**src/rtl/if_stage.sv**
```systemverilog
// rtl/if_stage.sv - fetch stage: PC register, imem handshake, one-entry instruction buffer to decode
// Optional misaligned-next-PC trap enabled by defining IF_STAGE_ALIGN_CHECK_EN.
module if_stage #(
    parameter int                ADDR_W   = 32,
    parameter logic [ADDR_W-1:0] RESET_PC = 32'h0000_3000
) (
    input  logic              clk,
    input  logic              rst,
    input  logic [ADDR_W-1:0] npc_in,
    output logic [ADDR_W-1:0] pc_out,
    output logic              imem_req,
    output logic [ADDR_W-1:0] imem_addr,
    input  logic              imem_ack,
    input  logic [31:0]       imem_rdata,
    output logic              inst_valid,
    output logic [31:0]       inst_out,
    output logic [ADDR_W-1:0] inst_pc,
    input  logic              id_ready,
    output logic              fetch_err
);

`ifdef IF_STAGE_ALIGN_CHECK_EN
    typedef enum logic [1:0] {IDLE, REQ, HOLD, ERR} state_t;
`else
    typedef enum logic [1:0] {IDLE, REQ, HOLD} state_t;
`endif

    state_t            state, state_next;
    logic [ADDR_W-1:0] pc_q;
    logic [ADDR_W-1:0] pc_d;
    logic              req_q;
    logic              valid_q;
    logic [31:0]       inst_q;
    logic [ADDR_W-1:0] inst_pc_q;
    logic              capture;
    logic              accept;
    logic              set_err;

    always_comb begin
        state_next = state;
        capture    = 1'b0;
        accept     = 1'b0;
        set_err    = 1'b0;
        pc_d       = npc_in & {{(ADDR_W-2){1'b1}}, 2'b00};
        case (state)
            IDLE: state_next = REQ;
            REQ: begin
                if (imem_ack) begin
                    capture    = 1'b1;
                    state_next = HOLD;
                end
            end
            HOLD: begin
                if (id_ready) begin
                    accept     = 1'b1;
                    state_next = REQ;
`ifdef IF_STAGE_ALIGN_CHECK_EN
                    // Trapped PC is kept unmasked so the faulting target is visible
                    if (npc_in[1:0] != 2'b00) begin
                        set_err    = 1'b1;
                        pc_d       = npc_in;
                        state_next = ERR;
                    end
`endif
                end
            end
            default: state_next = state;
        endcase
    end

    always_ff @(posedge clk) begin
        if (rst) begin
            state     <= IDLE;
            pc_q      <= RESET_PC;
            req_q     <= 1'b0;
            valid_q   <= 1'b0;
            inst_q    <= 32'h0;
            inst_pc_q <= '0;
        end else begin
            state <= state_next;
            req_q <= (state_next == REQ);
            if (capture) begin
                inst_q    <= imem_rdata;
                inst_pc_q <= pc_q;
                valid_q   <= 1'b1;
            end
            if (accept) begin
                pc_q    <= pc_d;
                valid_q <= 1'b0;
            end
        end
    end

`ifdef IF_STAGE_ALIGN_CHECK_EN
    logic err_q;

    always_ff @(posedge clk) begin
        if (rst) begin
            err_q <= 1'b0;
        end else if (set_err) begin
            err_q <= 1'b1;
        end
    end

    assign fetch_err = err_q;
`else
    assign fetch_err = 1'b0;
`endif

    assign pc_out     = pc_q;
    assign imem_req   = req_q;
    assign imem_addr  = pc_q;
    assign inst_valid = valid_q;
    assign inst_out   = inst_q;
    assign inst_pc    = inst_pc_q;

endmodule
```
**config.mk**
```make
export PLATFORM = sky130hd
export DESIGN_NAME = if_stage
export DESIGN_NICKNAME = d
export VERILOG_FILES = /design/src/rtl/if_stage.sv
export SDC_FILE = /design/constraint.sdc
export NUM_CORES = 1
export LEC_CHECK = 0
export ABC_CLOCK_PERIOD_IN_PS = 3200
export CORE_UTILIZATION = 42
export CTS_CLUSTER_DIAMETER = 120
export DETAILED_ROUTE_END_ITERATION = 6
export PLACE_DENSITY = 0.86
export SYNTH_ARGS = -nofsm -noshare
export SYNTH_HDL_FRONTEND = slang
export SYNTH_SLANG_ARGS = --single-unit
```
**constraint.sdc**
```tcl
create_clock -name clk -period 3.2 [get_ports clk]
set_input_delay 0.64 -clock clk [delete_from_list [all_inputs] [get_ports clk]]
set_output_delay 0.64 -clock clk [all_outputs]
set_load 0.03 [all_outputs]
```
==> results of run 1 <==
==> cell type report <==
| cell class | instances | area (um2) |
|---|---|---|
| sequential | 96 | 1920 |
| multi-input combinational | 299 | 1350 |
| timing repair buffer | 192 | 1920 |
| clock buffer | 13 | 169 |
| clock inverter | 2 | 13.8 |
| tap | 108 | 135 |
| fill | 757 | 3170 |
==> sequential cells by signal (all words and copies together) (netlist names) <==
signal and cells:
imem_addr 30, imem_req 1, inst_out 32, inst_pc 30, inst_valid 1, state 2
==> cell families after synthesis <==
group / after synthesis / share of synthesized area
other: 1 / 0.000998
flip-flops: 96 / 0.511
buffers and inverters: 68 / 0.137
AO/OA/AOI/OAI: 95 / 0.145
AND/OR/NAND/NOR: 197 / 0.205
==> final timing paths <==
path | start | endpoint | slack [ns]
max | imem_addr[13]$_SDFFE_PP1P_ | imem_addr[13] | 1.08
min reg2reg | inst_out[0]$_SDFFE_PP0P_ | inst_out[0]$_SDFFE_PP0P_ | 0.46
max reg2reg | state[0]$_SDFF_PP0_ | inst_out[1]$_SDFFE_PP0P_ | 1.62
min | inst_out[0]$_SDFFE_PP0P_ | inst_out[0]$_SDFFE_PP0P_ | 0.46
==> metal layers <==
| layer | vias up | GRT usage | wire length [um] |
|---|---|---|---|
| li1 | 1690 | - | - |
| met1 | 1584 | 0.241 | 3990 |
| met2 | 129 | 0.360 | 5010 |
| met3 | 8 | 0.0571 | 587 |
| met4 | 0 | 0.0482 | 65 |
| met5 | - | 0 | 0 |
==> report_power, final <==
group	total [mW]	internal, mW	switching [mW]
logic	0.371	0.166	0.206
clock network	0.732	0.344	0.389
registers	1.25	1.23	0.0244
total	2.36	1.74	0.618
==> cell usage in the layout (no fill, tap or decap), drive strengths merged <==
master / instances
clkinv: 2
or2b: 1
a21oi: 92
conb: 7
clkbuf: 13
and2b: 1
and3b: 2
nand3b: 2
o21ai: 3
buf: 4
clkdlybuf4s50: 188
nand2: 183
dfxtp: 96
nor2: 4
nor3: 4
==> flow_summary_export.csv, run 1 <==
group,metric,value,unit
yosys,syn_area,0.00376,mm2
timing,rsz0062_at_grt,"no",
worst_setup_path,worstPathCellList,"clkdlybuf4s50_1",
place,dpl_worst_slack,0.845,ns
worst_setup_path,crit_required,2.56,ns
layout,drive_above_1_share,0.0664,
grt,grt_pass1_wl,15600,um
grt,grt_overflow,0,
die,design.die.area,0.00933,mm2
cts,insertion_delay,0.34,ns
cts,clk_pin_slew,0.09,ns
cts,cts_sinks,96,
die,ios,199,
worst_setup_path,cp.depth,1,
grt,grt_max_degree,99,
pwr,power_density,428,mW/mm2
timing,skew,0.0111,ns
cts,cts-hold-fix-buffers,0,
worst_hold_path,min_path_type,"flop to flop",
die,rows,34,
worst_setup_path,worstPathMaxFanout,4,
worst_setup_path,crit_path_max_incr_delay,0.71,ns
cts,cts_root_buf,"clkbuf_8",
layout,finalNonFillerCells,710,
timing,relSlewSlack,0.286,
pwr,power,2.36,mW
timing,fin_ws,1.08,ns
worst_setup_path,start_kind,"flop",
worst_hold_path,whs_path_depth,2,
worst_setup_path,reg2regPathDepth,4,
yosys,ys.flop_type,"dfxtp_1",
yosys,synth_cell_type_count,18,
die,initial_core_util,0.433,
die,die_w,96.6,um
drt,antenna_left,0,
place,dpl.hpwl,6640,um
yosys,ys_top_cells_by_area,"dfxtp_1 51%, nand2_1 18%, a21oi_1 9.7%",
job,drv_cap,0,
worst_setup_path,critical_path_arrival,1.48,ns
drt,drc,0,
timing,final_max_slew_viol_count,0,
timing,fin_crit,2.12,ns
drt,vias_per_cell,4.80,
timing,fin_crit_sh,0.663,
grt,first_global_vias,3241,
worst_setup_path,cp-end-kind,"output port",
yosys,async_reset_ff_frac,0,
yosys,synth_edf_count,0,
layout,insertedDiodeCount,0,
timing,worstMarginPinSlew,1.07,ns
worst_setup_path,worstSetupPathType,"flop to output port",
die,core_region_area,0.00868,mm2
place,dpl_cell_area,0.00533,mm2
timing,setup_tns,0,ns
timing,hold_viol,0,
yosys,ys_warn_count,0,
drt,wl_per_cell,13.6,um
layout,stdcell_area,0.00551,mm2
yosys,synth_top_area_frac,0.511,
cts,cts_resized,0,
timing,holdWs,0.461,ns
cts,cts_tree,"done",
layout,area_delta_synth_final,46.6,%
pwr,leakage,1.86,nW
grt,antenna_found_initial,0,
timing,max_clock_freq,472,MHz
layout,fin_util,0.635,
die,die-height,96.6,um
yosys,syn_inst,457,
drt,first_pass_iters,4,
place,dp_cells,695,
cts,cts_buffers,9,
status,status,"completed",
drt,routed_wl,9650,um
drt,drt-initial-drc-count,140,
worst_setup_path,path_buf_inv,1,
yosys,synth.cells.most_frequent,"183 x nand2_1, 96 x dfxtp_1, 73 x a21oi_1",
place,port_buffers,189,
layout,nNetsFinal,666,
worst_setup_path,slowest_stage,"clkdlybuf4s50_1",
place,place_congestion,0.770,
timing,setup_viol,0,
yosys,synth_seq_cells,96,
worst_setup_path,path_delay_family,"buffers and inverters",
cts,htreeDepth,3,
yosys,synth_top_cell_by_area,"dfxtp_1",
yosys,yosysMostFrequentCell,"nand2_1",
cts,postCtsSetupRepairBufs,0,
grt,grtUsageTotal,0.203,
pwr,max-vdd-ir-drop,0.268,mV
drt,vias,3411,
cts,clock_path_buffers,2,
yosys,synth_area_per_cell,8.22,um2
yosys,ys_seq_area_frac,0.511,
Power figures use the tool's default switching activity.
==> run 2, diff against run 1 <==
==> config.mk (replaced) <==
export PLATFORM = sky130hd
export DESIGN_NAME = if_stage
export DESIGN_NICKNAME = d
export VERILOG_FILES = /design/src/rtl/if_stage.sv
export SDC_FILE = /design/constraint.sdc
export NUM_CORES = 1
export LEC_CHECK = 0
export ABC_CLOCK_PERIOD_IN_PS = 1700
export CORE_UTILIZATION = 35
export CTS_CLUSTER_DIAMETER = 120
export DETAILED_ROUTE_END_ITERATION = 6
export PLACE_DENSITY = 0.77
export SYNTH_ARGS = -nofsm -noshare
export SYNTH_HDL_FRONTEND = slang
export SYNTH_SLANG_ARGS = --single-unit
==> constraint.sdc (replaced) <==
create_clock -name clk -period 1.7 [get_ports clk]
set_input_delay 0.34 -clock clk [delete_from_list [all_inputs] [get_ports clk]]
set_output_delay 0.34 -clock clk [all_outputs]
set_load 0.03 [all_outputs]
==> run 2 against run 1 <==
  * Worst setup slack worse by 0.91 ns
  * Clock skew down 0.0010 ns
  * Worst hold slack worse by 0.0088 ns
  * First-iteration DRC count down 21%
  * Sequential cell count unchanged
  * Wire length down 0.58%
  * Largest power group unchanged
  * Non-clock buffer count up 6
  * Power up 100%
  * Core utilization down 9.8 points
  * Clock power up 130%
  * Largest cell class is now flip-flops and latches
  * Die area up 20%
  * Critical path type unchanged
==> flow_summary_export.csv, run 2 (synthesized netlist as in run 1, its figures left out) <==
group,metric,value,unit
worst_setup_path,crit_path_start,"imem_addr[12]$_SDFFE_PP1P_",
worst_setup_path,endpoint,"pc_out[12]",
die,rows,37,
job,drv_cap,0,
layout,area_delta_synth_final,48.1,%
worst_setup_path,critical_path_arrival,1.19,ns
grt,met2_usage,0.306,
layout,largest_reg_flops,32,
drt,drt-initial-drc-count,111,
worst_setup_path,worstSetupPathType,"flop to output port",
grt,antenna_found_initial,0,
die,initial_core_util,0.362,
drt,drc,0,
drt,vias,3376,
timing,max_clock_freq,653,MHz
worst_setup_path,cp-end-kind,"output port",
worst_hold_path,whs_path_depth,2,
timing,relSlewSlack,0.635,
timing,rsz0062_at_grt,"no",
pwr,power_density,845,mW/mm2
timing,setup_viol,0,
drt,routed_wl,9600,um
grt,met1_usage,0.195,
drt,first_pass_iters,4,
drt,vias_per_cell,4.53,
worst_setup_path,rr_endpoint,"inst_pc[27]$_SDFFE_PP0P_",
place,port_buffers,189,
die,die_w,106,um
drt,wl_per_cell,12.9,um
pwr,max-vdd-ir-drop,0.452,mV
drt,antenna_left,0,
place,dpl.hpwl,6870,um
die,design.die.area,0.0112,mm2
status,status,"completed",
cts,clock_path_buffers,2,
layout,final_common_cell,"nand2_1",
timing,final_max_slew_viol_count,0,
cts,cts_tree,"done",
cts,cts_buffers,9,
layout,nNetsFinal,672,
grt,use_met3,0.0476,
layout,drive_above_1_share,0.0772,
worst_setup_path,crit_path_max_incr_delay,0.42,ns
pwr,power,4.70,mW
die,core_region_area,0.0104,mm2
place,place_congestion,0.766,
cts,cts_root_buf,"clkbuf_8",
worst_setup_path,path_delay_family,"flip-flops",
timing,setup_tns,0,ns
die,ios,199,
worst_setup_path,reg2reg_from,"state[1]$_SDFF_PP0_",
worst_setup_path,worstPathMaxFanout,4,
cts,htreeDepth,3,
timing,skew,0.0100,ns
cts,insertion_delay,0.35,ns
timing,fin_crit,1.53,ns
worst_setup_path,crit_required,1.36,ns
grt,busiest_layer,"met2",
worst_setup_path,r2r_setup_slack,0.46,ns
grt,grt_max_degree,43,
grt,first_global_vias,3202,
grt,grt_overflow,0,
timing,fin_crit_sh,0.901,
worst_setup_path,cp.depth,1,
worst_setup_path,reg2regPathDepth,4,
cts,clk_pin_slew,0.10,ns
layout,insertedDiodeCount,0,
layout,layout.cells.most_common_list,"183 x nand2_1, 124 x dlygate4sd2_1, 96 x dfxtp_1",
grt,grtUsageTotal,0.171,
worst_setup_path,worstPathCellList,"dlygate4sd2_1",
die,die-height,106,um
pwr,leakage,2.49,nW
cts,cts_sinks,96,
worst_setup_path,slowest_stage,"dfxtp_1",
worst_hold_path,min_path_type,"flop to flop",
timing,worstMarginPinSlew,0.547,ns
worst_setup_path,path_buf_inv,1,
grt,grt_pass1_wl,15400,um
worst_setup_path,start_kind,"flop",
timing,hold_viol,0,
## run 2: worst register-to-register path, delay by kind of cell (launching register included)
kind	cells	cell delay, ns
buf+inv	1	0.24
simple gates	2	0.35
flops	1	0.43
compound gates	1	0.15
## run 2: timing repair
item,in CTS,in global routing
buffers inserted,0,0
setup endpoints to repair,124,0
hold buffers,0,0
resized for setup,124,0
## run 2: cell type report
| type | instances | area [um2] |
|---|---|---|
| clock buffers | 11 | 141 |
| clock inverters | 5 | 86.3 |
| fillers | 1019 | 4800 |
| multi-input cells | 299 | 1350 |
| flip-flops and latches | 96 | 1920 |
| well taps | 136 | 170 |
| repair buffers | 198 | 1900 |
## run 2: worst min-delay path by stage
stage                             startpoint                         end  slack (ns)
global placement    inst_out[8]$_SDFFE_PP0P_    inst_out[8]$_SDFFE_PP0P_        0.44
floorplan                         npc_in[12]  imem_addr[12]$_SDFFE_PP1P_        0.47
finish              inst_out[8]$_SDFFE_PP0P_    inst_out[8]$_SDFFE_PP0P_        0.45
CTS                                      rst    inst_pc[14]$_SDFFE_PP0P_        0.43
detailed placement  inst_out[8]$_SDFFE_PP0P_    inst_out[8]$_SDFFE_PP0P_        0.45
global route        inst_out[8]$_SDFFE_PP0P_    inst_out[8]$_SDFFE_PP0P_        0.47
## run 2: stage by stage
stage	cells	hold WS [ns]	cell area (um2)	setup WS, ns	utilization
floorplan	463	0.467	3780	0.585	-
global placement	729	0.442	5500	0.117	0.530
detailed placement	729	0.446	5500	0.0561	0.530
CTS	745	0.434	5570	0.134	0.537
global route	745	0.469	5570	0.123	0.537
finish	745	0.452	5570	0.168	0.537
## run 2: metal layers
layer / up-vias / wire length, um
li1: 1708 / -
met1: 1536 / 3870
met2: 121 / 4890
met3: 11 / 708
met4: 0 / 128
met5: - / 0
## run 2: where the power goes
part,switching (mW),total [mW],internal (mW)
clock network,0.782,1.67,0.884
registers,0.0418,2.36,2.31
logic,0.393,0.682,0.290
